File: config.mk
export PLATFORM = sky130hd
export DESIGN_NAME = fetch_unit
export DESIGN_NICKNAME = d
export VERILOG_FILES = /design/src/rtl/fetch_unit.sv
export SDC_FILE = /design/constraint.sdc
export NUM_CORES = 1
export LEC_CHECK = 0
export ABC_CLOCK_PERIOD_IN_PS = 4800
export CAP_MARGIN = 20
export CORE_ASPECT_RATIO = 1.1
export CORE_MARGIN = 1
export CORE_UTILIZATION = 35
export CTS_CLUSTER_SIZE = 20
export DETAILED_ROUTE_END_ITERATION = 10
export PLACE_DENSITY = 0.61
export SKIP_CTS_REPAIR_TIMING = 1
export SLEW_MARGIN = 20
export SYNTH_ARGS = -nofsm -noshare
export SYNTH_HDL_FRONTEND = slang
export SYNTH_SLANG_ARGS = --single-unit
export TNS_END_PERCENT = 5
File: constraint.sdc
create_clock -name clk -period 4.8 [get_ports clk]
set_input_delay 0.48 -clock clk [delete_from_list [all_inputs] [get_ports clk]]
set_output_delay 0.48 -clock clk [all_outputs]
set_load 0.05 [all_outputs]
File: src/rtl/fetch_unit.sv
// RV32I instruction-fetch stage: owns the fetch PC and runs a single-outstanding
// request/response handshake with instruction memory, then registers inst/PC for decode.
module fetch_unit #(
    parameter logic [31:0] RESET_PC = 32'h0000_0000,
    parameter logic [31:0] NOP_INST = 32'h0000_0013
) (
    input  logic        clk,
    input  logic        rst,
    input  logic        stall,
    input  logic        redirect_valid,
    input  logic [31:0] redirect_pc,
    output logic        imem_req,
    output logic [31:0] imem_addr,
    input  logic        imem_ready,
    input  logic        imem_rvalid,
    input  logic [31:0] imem_rdata,
    output logic [31:0] inst,
    output logic [31:0] PC,
    output logic        inst_valid
);

    localparam int unsigned INST_BYTES = 4;

    typedef enum logic [2:0] {
        IDLE = 3'd0,
        REQ  = 3'd1,
        WAIT = 3'd2,
        DROP = 3'd3,
        HOLD = 3'd4
    } state_e;

    state_e      state_q, state_d;
    logic [31:0] fetch_pc_q, fetch_pc_d;
    logic [31:0] hold_inst_q, hold_inst_d;
    logic [31:0] inst_q, inst_d;
    logic [31:0] pc_q, pc_d;
    logic        inst_valid_q, inst_valid_d;

    logic        slot_free;
    logic        load;
    logic [31:0] load_inst;
    logic [31:0] redirect_pc_aligned;
    logic [31:0] fetch_pc_inc;
    logic        unused_redirect_lsbs;

    assign unused_redirect_lsbs = ^redirect_pc[1:0];

    // Request is combinational from state so a refetch can issue the cycle after a redirect.
    assign imem_req   = (state_q == REQ);
    assign imem_addr  = fetch_pc_q;
    assign inst       = inst_q;
    assign PC         = pc_q;
    assign inst_valid = inst_valid_q;

    always_comb begin
        state_d             = state_q;
        fetch_pc_d          = fetch_pc_q;
        hold_inst_d         = hold_inst_q;
        load                = 1'b0;
        load_inst           = hold_inst_q;
        slot_free           = !inst_valid_q || !stall;
        redirect_pc_aligned = {redirect_pc[31:2], 2'b00};
        fetch_pc_inc        = fetch_pc_q + 32'(INST_BYTES);

        if (redirect_valid) begin
            fetch_pc_d = redirect_pc_aligned;
        end

        case (state_q)
            IDLE: state_d = REQ;
            REQ: begin
                if (imem_ready) begin
                    state_d = redirect_valid ? DROP : WAIT;
                end
            end
            WAIT: begin
                if (imem_rvalid) begin
                    if (redirect_valid) begin
                        state_d = REQ;
                    end else if (slot_free) begin
                        load       = 1'b1;
                        load_inst  = imem_rdata;
                        fetch_pc_d = fetch_pc_inc;
                        state_d    = REQ;
                    end else begin
                        hold_inst_d = imem_rdata;
                        state_d     = HOLD;
                    end
                end else if (redirect_valid) begin
                    state_d = DROP;
                end
            end
            // Stale response must drain before a new request may be issued.
            DROP: begin
                if (imem_rvalid) begin
                    state_d = REQ;
                end
            end
            HOLD: begin
                if (redirect_valid) begin
                    state_d = REQ;
                end else if (slot_free) begin
                    load       = 1'b1;
                    load_inst  = hold_inst_q;
                    fetch_pc_d = fetch_pc_inc;
                    state_d    = REQ;
                end
            end
            default: state_d = IDLE;
        endcase
    end

    // Output register: redirect beats load beats consume.
    always_comb begin
        inst_d       = inst_q;
        pc_d         = pc_q;
        inst_valid_d = inst_valid_q;
        if (redirect_valid) begin
            inst_valid_d = 1'b0;
            inst_d       = NOP_INST;
            pc_d         = 32'h0;
        end else if (load) begin
            inst_valid_d = 1'b1;
            inst_d       = load_inst;
            pc_d         = fetch_pc_q;
        end else if (inst_valid_q && !stall) begin
            inst_valid_d = 1'b0;
            inst_d       = NOP_INST;
        end
    end

    always_ff @(posedge clk) begin
        if (rst) begin
            state_q      <= IDLE;
            fetch_pc_q   <= RESET_PC;
            hold_inst_q  <= 32'h0;
            inst_q       <= NOP_INST;
            pc_q         <= 32'h0;
            inst_valid_q <= 1'b0;
        end else begin
            state_q      <= state_d;
            fetch_pc_q   <= fetch_pc_d;
            hold_inst_q  <= hold_inst_d;
            inst_q       <= inst_d;
            pc_q         <= pc_d;
            inst_valid_q <= inst_valid_d;
        end
    end

endmodule
==> summary.md <==
| Metric | Value |
|---|---|
| Placed inst area | `just under 8000 um^2` |
| Final worst-path cycle share | `0.564` |
| Initial core utilization | `0.363` |
| Core box area | `16600 um^2` |
| Most frequent cells in the layout | `164 x clkdlybuf4s50_1, 146 x nand2_1, 132 x dfxtp_1` |
| Area delta synth->final | `39.0%` |
| Vias/cell | `5.33` |
| Rel. slew slack | `0.293` |
| Period minus WS final | `~2.7 ns` |
| Sequential fraction of the synthesis area | `0.438` |
| DIE WIDTH | `about 130 um` |
| Drt drc | `0` |
| Max VDD drop | `about 230 uV` |
| Post-synth EDFFs | `0` |
| Min Hold Slack | `roughly 0.45 ns` |
| Clock slew at reported path FFs | `about 0.060 ns` |
| Logic pwr share | `0.103` |
| Number of diodes | `0` |
| Hold Path Class | `reg -> reg` |
| Initial DRC count | `around 420` |
| R2r setup slk | `roughly 2.2 ns` |
| RSZ-0062 raised after global routing | `false` |
| Detailed placement HPWL | `approximately 12 mm` |
| FF+latch count, synth | `132` |
| Largest net degree at the start of global routing | `50` |
| Chip Height | `140 um` |
| Slew @ Worst Pin | `roughly 1.1 ns` |
| GRT overflow | `0` |
| Global Route Usage Sum | `0.210` |
| TritonCTS clock tree | `built` |
| Clk network pwr share | `0.464` |
| YS warnings | `0` |
| First-pass GRT wire length | `about 30 mm` |
| CP required | `approximately 5.1 ns` |
| Initial antenna violation count | `0` |
| H-tree levels | `4` |
| Syn Inst Count | `approximately 770` |
| Final net count | `roughly 980` |
| Slowest CP cell | `clkdlybuf4s50_1` |
| Final ANT Viol Nets | `0` |
| Post-Syn Area | `approximately 6000 um^2` |
| Final number of setup-violating endpoints | `0` |
| Design Area, Final | `about 8400 um^2` |
| CTS Sinks | `132` |
| Net switching power | `between 600 and 700 uW` |
| PortBufs | `165` |
| Final Hold Vio Count | `0` |
| Seq pwr share | `0.433` |
| Clock latency on the worst-skew pair | `a little over 0.4 ns` |
| Number of core rows | `49` |
| Top cell by count, worst path | `buf_4` |
| WL final | `approximately 19 mm` |
| Final Max Tran Viols | `0` |
| Number of global-route vias before repair | `5553` |
| Post-synth ARST share | `0` |
| Setup_tns | `0 ns` |
| Outcome | `complete, no violations` |
| Worst-case clock buffer depth | `2` |
| CP max stage delay | `slightly above 0.6 ns` |
| CP Capture Type | `register` |
| FILL cells | `between 1500 and 2000` |
| Mean Syn Cell Area | `~7.8 um^2` |
| Layout Skew | `between 0.007 and 0.008 ns` |
| TritonCTS buffer count | `17` |
| Crit-path cells | `clkdlybuf4s50_1, nor4bb_4, buf_4, o211ai_1, buf_4, a21o_1, a21oi_1` |
| CP startpoint kind | `input port` |
| Drt pass-1 iters | `5` |
| Die area | `17800 um^2` |
| Crit-path max FO | `between 40 and 50` |
| Commonest non-fill, non-tap cell in the layout | `clkdlybuf4s50_1` |
| Layout cells sized above 1 | `0.0569` |
| Maxcap violations | `0` |
| Final GP Congestion | `around 0.75` |
| Main synth FF type | `dfxtp_1` |
| Leak | `2.61 nW` |
| Switch share | `0.246` |
| Setup Crit Path Kind | `in -> reg` |
| FMAX | `approximately 370 MHz` |
| WL per Instance | `16.4 um` |
| Int Pwr | `between 2 and 2.5 mW` |
| Worst path arrival time | `between 3 and 4 ns` |
| PwrDens | `318 nW/um^2` |
| Net Count, Synth | `approximately 840` |
| Synth unique cells | `53` |
| I/O pin total | `approximately 170` |
| Clk root buf | `clkbuf_16` |
| Vias | `just over 6000` |
[worst max-delay path: cells and delay by family]
kind / cells / cell delay [ns]
compound gates: 3 / 0.51
simple gates: 1 / 0.59
buf+inv: 3 / 1.44
[per-stage QoR]
step | setup WS, ns | power (mW) | util | instances
4_1_cts | 2.09 | 2.69 | 0.505 | 1143
3_5_place_dp | 1.65 | 1.45 | 0.472 | 1114
5_1_grt | 1.88 | 2.76 | 0.505 | 1143
2_1_floorplan | 2.60 | 1.32 | - | 772
6_report | 2.09 | 2.67 | 0.505 | 1143
3_3_place_gp | 1.67 | 1.45 | 0.472 | 1114
[sequential cells by signal, indices dropped and copies added, names as in the netlist]
name	flops
inst_valid	1
PC	32
inst	32
hold_inst_q	32
state_q	3
imem_addr	32
[logic make-up after synthesis]
kind of cell | count (synthesis) | share of synthesized area
adder cells (fa/ha/maj) | 1 | 0.00207
AO/OA/AOI/OAI | 231 | 0.238
flip-flops | 132 | 0.438
XOR/XNOR | 4 | 0.00581
AND/OR/NAND/NOR | 332 | 0.268
buffers and inverters | 72 | 0.0479
[power groups by stage]
stage | combinational, mW | sequential (mW) | clock, mW
5_1_grt | 0.292 | 1.16 | 1.31
6_report | 0.276 | 1.16 | 1.24
2_1_floorplan | 0.0860 | 1.23 | 0
4_1_cts | 0.276 | 1.15 | 1.26
3_5_place_dp | 0.275 | 1.18 | 0
3_3_place_gp | 0.275 | 1.18 | 0
[layer usage]
layer,global-route usage,vias to the layer above,routed length [um]
met3,0.0550,6,1060
met4,0.0564,0,81
met5,0,-,0
met1,0.274,2874,8730
met2,0.341,166,8830
li1,-,3041,-
[final timing paths]
check,to,cells after the start,from
worst max-delay path,inst[18],7,imem_rvalid
worst min-delay path,hold_inst_q[12],2,hold_inst_q[12]
worst max register to register,inst[18],6,state_q[1]
worst min register to register,hold_inst_q[12],2,hold_inst_q[12]
[final cells by class]
| class | instances | area (um^2) | area share |
|---|---|---|---|
| Clock buffer | 23 | 468 | 0.0558 |
| Clock inverter | 6 | 80.1 | 0.00955 |
| Inverter | 5 | 18.8 | 0.00224 |
| Multi-Input combinational cell | 568 | 3130 | 0.373 |
| Sequential cell | 132 | 2640 | 0.315 |
| Tap cell | 229 | 287 | 0.0342 |
| Timing Repair Buffer | 180 | 1760 | 0.210 |
[Yosys cell counts, types with 3 or more instances]
cell,count,share of area
nor2b_1,3,0.0031
or3_1,5,0.0052
o21ai_0,37,0.031
o211ai_1,9,0.011
o31ai_1,12,0.015
dfxtp_1,132,0.44
and4_1,9,0.013
nor3b_1,4,0.0050
a21o_1,29,0.036
inv_1,4,0.0025
buf_2,6,0.0050
a21oi_1,98,0.081
nand3_1,73,0.061
nand4_1,11,0.011
nor2_1,33,0.021
a211oi_1,10,0.012
nand2_1,147,0.091
nor3_1,6,0.0050
or4_1,16,0.020
a22oi_1,3,0.0037
and3b_1,3,0.0044
clkbuf_1,57,0.035
a31oi_1,3,0.0031
a311oi_1,13,0.019
and3_1,7,0.0073
and2_1,4,0.0041
No activity file was read; power rests on OpenSTA's default activity.
